[config.mk]
export PLATFORM = sky130hd
export DESIGN_NAME = spi_flash_master
export DESIGN_NICKNAME = d
export VERILOG_FILES = /design/src/rtl/spi_flash_master.sv
export SDC_FILE = /design/constraint.sdc
export NUM_CORES = 1
export LEC_CHECK = 0
export BUFFER_PORTS_ARGS = -buffer_cell sky130_fd_sc_hd__buf_2
export CAP_MARGIN = 20
export CORE_AREA = 4 4 90 75
export CTS_CLUSTER_SIZE = 12
export DETAILED_ROUTE_END_ITERATION = 10
export DIE_AREA = 0 0 94 79
export HOLD_SLACK_MARGIN = 0.08
export PLACE_DENSITY = 0.64
export SKIP_LAST_GASP = 1
export SLEW_MARGIN = 10
export SYNTH_ARGS = -nofsm -noshare
export SYNTH_HDL_FRONTEND = slang
export SYNTH_SLANG_ARGS = --single-unit
export TNS_END_PERCENT = 5
[constraint.sdc]
create_clock -name clk_in -period 3.35 [get_ports clk_in]
set_clock_uncertainty 0.2 [all_clocks]
set_input_delay 0.8375 -clock clk_in [delete_from_list [all_inputs] [get_ports clk_in]]
set_output_delay 0.8375 -clock clk_in [all_outputs]
set_load 0.1 [all_outputs]
[src/rtl/spi_flash_master.sv]
// SPI mode-0 byte-exchange master for serial flash: one enable-framed transaction,
// further bytes on continue pulses, one-deep pending request, enforced CS recovery gap.
module spi_flash_master #(
    parameter int SCK_HALF = 2,
    parameter int CS_GAP   = 4
) (
    input  logic       clk_in,
    input  logic       reset,
    input  logic       FLASH_enable,
    input  logic       FLASH_continue_read,
    input  logic [7:0] FLASH_data_out,
    output logic [7:0] FLASH_data_in,
    output logic       FLASH_busy,
    output logic       FLASH_CS_n,
    output logic       FLASH_SCK,
    output logic       FLASH_MOSI,
    input  logic       FLASH_MISO
);
    typedef enum logic [2:0] {IDLE, SETUP, SCK_HI, SCK_LO, HOLD, GAP} state_t;

    localparam logic [15:0] HALF_LAST = 16'(SCK_HALF - 1);
    localparam logic [15:0] GAP_LAST  = 16'(CS_GAP - 1);

    state_t      r_state;
    logic [15:0] r_cnt;
    logic [2:0]  r_bit;
    logic [6:0]  r_tx;
    logic [7:0]  r_rx;
    logic        r_en_q;
    logic        r_armed;
    logic        r_rise_held;
    logic        r_pending;

    logic        w_rise;
    logic        w_in_byte;
    logic        w_cnt_last;
    logic        w_start;

    // r_armed blocks an enable that was already high across reset from looking like a new edge
    assign w_rise     = FLASH_enable & ~r_en_q & r_armed;
    assign w_in_byte  = (r_state == SETUP) || (r_state == SCK_HI) || (r_state == SCK_LO);
    assign w_cnt_last = (r_cnt == HALF_LAST);
    assign w_start    = ((r_state == IDLE) && (w_rise || r_rise_held)) ||
                        ((r_state == HOLD) && FLASH_enable && (FLASH_continue_read || r_pending));

    always_ff @(posedge clk_in or posedge reset) begin
        if (reset) begin
            r_state       <= IDLE;
            r_cnt         <= '0;
            r_bit         <= '0;
            r_tx          <= '0;
            r_rx          <= '0;
            r_en_q        <= 1'b0;
            r_armed       <= 1'b0;
            r_rise_held   <= 1'b0;
            r_pending     <= 1'b0;
            FLASH_data_in <= '0;
            FLASH_busy    <= 1'b0;
            FLASH_CS_n    <= 1'b1;
            FLASH_SCK     <= 1'b0;
            FLASH_MOSI    <= 1'b0;
        end else begin
            r_en_q <= FLASH_enable;
            if (!FLASH_enable) r_armed <= 1'b1;
            if (w_in_byte && FLASH_continue_read) r_pending <= 1'b1;

            case (r_state)
                IDLE: r_rise_held <= 1'b0;
                SETUP: begin
                    if (w_cnt_last) begin
                        r_cnt     <= '0;
                        FLASH_SCK <= 1'b1;
                        r_state   <= SCK_HI;
                    end else begin
                        r_cnt <= r_cnt + 16'd1;
                    end
                end
                SCK_HI: begin
                    if (w_cnt_last) begin
                        r_cnt      <= '0;
                        r_rx       <= {r_rx[6:0], FLASH_MISO};
                        FLASH_MOSI <= r_tx[6];
                        r_tx       <= {r_tx[5:0], 1'b0};
                        FLASH_SCK  <= 1'b0;
                        r_state    <= SCK_LO;
                    end else begin
                        r_cnt <= r_cnt + 16'd1;
                    end
                end
                SCK_LO: begin
                    if (w_cnt_last) begin
                        r_cnt <= '0;
                        r_bit <= r_bit + 3'd1;
                        if (r_bit == 3'd7) begin
                            FLASH_data_in <= r_rx;
                            // an enable that dropped mid-byte skips HOLD and discards any pending request
                            if (FLASH_enable) begin
                                FLASH_busy <= 1'b0;
                                r_state    <= HOLD;
                            end else begin
                                FLASH_CS_n <= 1'b1;
                                r_pending  <= 1'b0;
                                r_state    <= GAP;
                            end
                        end else begin
                            FLASH_SCK <= 1'b1;
                            r_state   <= SCK_HI;
                        end
                    end else begin
                        r_cnt <= r_cnt + 16'd1;
                    end
                end
                HOLD: begin
                    if (!FLASH_enable) begin
                        FLASH_CS_n <= 1'b1;
                        FLASH_busy <= 1'b1;
                        r_pending  <= 1'b0;
                        r_cnt      <= '0;
                        r_state    <= GAP;
                    end
                end
                GAP: begin
                    if (w_rise) r_rise_held <= 1'b1;
                    if (r_cnt == GAP_LAST) begin
                        r_cnt      <= '0;
                        FLASH_busy <= 1'b0;
                        r_state    <= IDLE;
                    end else begin
                        r_cnt <= r_cnt + 16'd1;
                    end
                end
                default: r_state <= IDLE;
            endcase

            if (w_start) begin
                r_state     <= SETUP;
                r_cnt       <= '0;
                r_bit       <= '0;
                r_tx        <= FLASH_data_out[6:0];
                FLASH_MOSI  <= FLASH_data_out[7];
                FLASH_CS_n  <= 1'b0;
                FLASH_SCK   <= 1'b0;
                FLASH_busy  <= 1'b1;
                r_pending   <= 1'b0;
                r_rise_held <= 1'b0;
            end
        end
    end
endmodule

## Word level (Yosys, flattened, before mapping)

Index checks and enable logic that the tools add are counted.

| storage, ports and cells | value |
|---|---|
| bits in registers | 53 |
| bits of input ports | 13 |
| output and inout bits | 12 |
| word-level logic and storage cells | 116 |

| operators by class | value |
|---|---|
| $add $sub $neg | 2 |
| equality and inequality tests | 18 |
| mux-type cells | 50 |
| bitwise operators | 3 |
| reductions and logical operators | 29 |

Operators by type and width:

| kind | number |
|---|---|
| 16-bit two-way mux | 4 |
| 16-bit case mux with 3 select lines | 1 |
| 3-bit two-way mux | 10 |
| 1-bit two-way mux | 26 |
| 3-bit != test, second input constant | 8 |
| 7-bit two-way mux | 3 |
| 3-bit case mux with 6 select lines | 1 |
| 16-bit by 1-bit adder with 16-bit output, second input constant | 1 |
| 16-bit by 1-bit == test with 1-bit output, second input constant | 1 |
| 16-bit by 2-bit == test with 1-bit output, second input constant | 1 |
| 6-bit AND reduction | 2 |
| 4-bit nonzero test | 3 |
| 2-bit AND reduction | 5 |
| 3-bit == test, second input constant | 3 |
| 3-bit by 2-bit == test with 1-bit output, second input constant | 2 |
| 1-bit case mux with 2 select lines | 3 |
| 1-bit case mux with 3 select lines | 2 |
| 3-bit AND reduction | 2 |
| 2-bit nonzero test | 3 |
| 3-bit nonzero test | 2 |
| 1-bit logical OR | 5 |
| 5-bit AND reduction | 1 |
| 1-bit logical AND | 4 |
| 3-bit by 1-bit adder with 3-bit output, second input constant | 1 |
| 7 further kinds | 8 |

## Logic depth before layout (Yosys ltp)

| logic depth | value |
|---|---|
| depth in word-level cells | 10 |
| depth in mapped cells | 9 |
| depth with buffers taken out | 7 |

## Worst setup path after synthesis

No wires, ideal clock.

| timing | value |
|---|---|
| path kind | input to register |
| start | in FLASH_enable |
| end | reg r_cnt[13] |
| library setup time | 0.078 ns |
| arrival time | 2.306 ns |
| required time | 3.072 ns |
| slack | 0.766 ns |
| stages | 8 |
| path buffers | 3 |
| path through | clkbuf_1 > nand2b_1 > a21o_1 > a21boi_1 > clkbuf_1 > clkbuf_1 > o21ai_0 > a21oi_1 |

| between the ends | value |
|---|---|
| word-level cells in the longest chain between the ends | 7 |
| elaborated cells on any way between the ends | 11 |
| classes of those cells | eq/ne: 1; mux: 1; bitwise: 2; reduce/logical: 7 |

Ends and longest elaborated chain:

| item | RTL line | source |
|---|---|---|
| start, declared | 9 | `input logic FLASH_enable,` |
| 1-bit AND (2 in series) | 40 | `assign w_rise = FLASH_enable & ~r_en_q & r_armed;` |
| 1-bit logical OR | 43 | `assign w_start = ((r_state == IDLE) && (w_rise \|\| r_rise_held)) \|\|` |
| 1-bit logical AND | 43 |  |
| 1-bit logical OR | 43 |  |
| 3-bit != test (no line) or 4-bit nonzero test (tied branches) | -- |  |
| 2-bit AND reduction (no line) | -- |  |
| end signal, assigned | 75 | `r_cnt <= r_cnt + 16'd1;` |
| end signal, assigned | 87 | `r_cnt <= r_cnt + 16'd1;` |
| end signal, assigned | 110 | `r_cnt <= r_cnt + 16'd1;` |
| end, declared | 25 | `logic [15:0] r_cnt;` |

Several ways; a longest one is shown, not always the timed one.
A chain may end at the register's enable or synchronous reset.

## Worst setup path after layout

| timing | value |
|---|---|
| start | reg r_cnt[2] |
| end | reg r_cnt[13] |

| between the ends | value |
|---|---|
| word-level cells in the longest chain between the ends | 4 |
| elaborated cells on any way between the ends | 7 |
| classes of those cells | add/sub: 1; eq/ne: 2; mux: 4 |

Ends and longest elaborated chain:

| item | RTL line | source |
|---|---|---|
| 16-bit by 1-bit adder with 16-bit output, or another cell as far along | -- |  |
| 16-bit two-way mux, on equally long branches | -- |  |
| 16-bit case mux with 3 select lines * | 67 | `case (r_state)` |
| 16-bit two-way mux * | 135 | `if (w_start) begin` |

Every way passes the cells marked *; elsewhere a longest branch is shown, timed or not.

==> flow_summary.toml <==
[status]
outcome = "completed"

[timing]
fin_ws_ns = 0.491
rsz0062_at_grt = "false"
slew_viol_final = 0
timing.fmax_mhz = 350
max-slew-margin-rel_pct = 38.8
finalCriticalPeriod_ns = 2.86
setup_viol = 0
fin_setup_tns_ns = 0
hold_violations = 0
tightestPinTransition_ns = 0.913
finalCritPeriodShare_pct = 85.3
fin_hold_ws_ns = 0.291

[clocking]
postCtsSetupRepairBufs = 0
clkSinkCount = 53
hold_buffers = 0
htreeDepth = 2
cts-resized-gates = 0
cts_root_buffer = "clkbuf_8"
insertion_delay_ns = 0.31
clk_path_buf_depth = 2
clk_pin_slew_ns = 0.10
cts_buffers = 5
cts_tree = "done"

[logic_synthesis]
synthTopCellsByArea = "dfrtp_1 49%, mux2_1 3.4%, mux2_2 3.4%"
seq_area_frac_synth_pct = 50.0
yosys.cell_types.count = 55
syn_area_mm2 = 0.00265
ys_warn_count = 0
syn_nets = 265
ys.flop_type = "dfrtp_1"
netlist_instances = 248
synthArstFlopShare_pct = 100
ys_seq_elements = 53
synth-edff-count = 0
netlist.area_leader.share_pct = 49.0
syn-mean-instance-area_um2 = 10.7
synth_top_area_cell = "dfrtp_1"

[power]
clock_power_share_pct = 17.1
p_seq_share_pct = 43.7
vdd.ir_drop.worst_v = 0.000478
p_int_mw = 1.27
sw_frac_of_total_pct = 42.0
powerDensity_mw_per_mm2 = 739
p_leak_nw = 1.31
combPwrFrac_pct = 39.2
p_sw_mw = 0.915

[critical_path]
critPathKind = "reg2reg"
path_max_fanout = 13
arrival_ns = 2.81
required_ns = 3.30
worstSetupEndpointType = "flop"
start_kind = "flop"

[die]
rows = 25
dieHeight_um = 79
dieArea_mm2 = 0.00743
initial_core_util_pct = 45.6
die_w_um = 94
io_pins = 25
coreArea_mm2 = 0.00582

[finish]
final_common_cell = "dfrtp_1"
stdcell_area_mm2 = 0.00295
drive_gt1_share_pct = 20.6
fill_cells = 535
nNetsFinal = 288
areaGrowthSynthToFinish_pct = 11.2
diodes = 0
layout_common_cells = "52 x dfrtp_1, 24 x buf_2, 16 x a21oi_1"

[min_path]
hp-class = "reg2reg"

[global_route]
overflow = 0
grt_max_degree = 20
antenna_found_initial = 0
grt_pass1_vias = 1928
grt_usage_pct = 15.9
grt_pass1_wl_mm = 9.41

[route]
drc = 0
first_iter_violations = 153
viasPerCell = 5.72
routedWlPerCell_um = 15.4
routed_wl_mm = 5.43
first_pass_iters = 4
ant_nets = 0
vias = 2018

[place]
dpl_cell_area_mm2 = 0.00286
pre_cts_ws_ns = 0.499
gp_congestion = 0.915
portBuffers = 24
hpwl_mm = 3.83

[flow_run]
maxCapViolations = 0
## kinds of logic after synthesis
kind of cell | after synthesis | synth area share (%)
buf+inv | 24 | 3.91
mux | 18 | 7.54
compound gates | 71 | 18.3
fa+ha+maj | 4 | 1.89
simple gates | 76 | 17.7
flops | 53 | 50.0
xor+xnor | 2 | 0.660
## synthesized netlist by cell type, drive strengths merged (2+ instances only)
cell,count
nor2,8
a21oi,16
and3,4
a2bb2oi,2
o21ai,12
ha,4
nand3,11
dfrtp,52
nand2,9
mux2,16
a31oi,3
buf,4
or3,9
a22o,8
mux2i,2
or4,8
a21o,9
inv,9
o31ai,6
nand4,6
and2,2
nand2b,2
nand3b,2
clkbuf,11
and4,2
a32oi,2
nor3b,2
nor3,7
xnor2,2
## area by class of cell
| class | instances | area, um2 | area share [%] |
|---|---|---|---|
| Sequential cell | 53 | 1330 | 45.0 |
| Multi-Input combinational cell | 171 | 1220 | 41.4 |
| Timing Repair Buffer | 31 | 173 | 5.85 |
| Tap cell | 81 | 101 | 3.43 |
| Clock buffer | 5 | 68.8 | 2.33 |
| Inverter | 9 | 33.8 | 1.14 |
| Clock inverter | 3 | 25.0 | 0.848 |
## registers in the layout, summed over array words and instances (netlist names), 3 cells and up
register / count
r_cnt: 16
FLASH_data_in: 8
r_rx: 8
r_tx: 7
r_bit: 3
r_state: 3
## per-stage QoR
stage          instances  utilization (%)  total power, mW
2_1_floorplan        248                -             1.65
3_3_place_gp         345             49.1             1.81
3_5_place_dp         345             49.1             1.82
4_1_cts              353             50.7             2.21
5_1_grt              353             50.7             2.33
6_report             353             50.7             2.18
## per-layer routing
metal	share of wire (%)	routed length, um	vias to the layer above	track usage (%)
met3	5.2	282	5	3.60
li1	-	-	978	-
met2	43	2320	51	23.1
met5	0	0	-	0
met4	1.2	65	0	5.19
met1	51	2750	984	23.4
## worst max-delay path, cell delays in order, from the launching register on
cell and delay [ns]:
dfrtp_1 0.51, or4_1 0.63, nor3_1 0.16, a31oi_1 0.30, nor3_2 0.83, a21oi_1 0.08
## final timing paths
path | startpoint | to | slack, ns | cells after the start
max in group asynchronous | reset | FLASH_CS_n | 2.00 | 3
min in group asynchronous | reset | r_cnt[6] | 0.30 | 2
worst max register to register | r_cnt[2] | r_cnt[13] | 0.49 | 5
worst max-delay path | r_cnt[2] | r_cnt[13] | 0.49 | 5
worst min-delay path | r_tx[1] | r_tx[1] | 0.29 | 1
worst min register to register | r_tx[1] | r_tx[1] | 0.29 | 1
## power by group through the flow
stage,Combinational (mW),Sequential (mW),Clock (mW)
finish,0.854,0.954,0.373
global route,0.935,0.978,0.418
CTS,0.862,0.955,0.390
detailed placement,0.854,0.968,0
global placement,0.844,0.965,0
floorplan,0.550,1.10,0
Note: power is estimated with default switching activity, not from simulation.
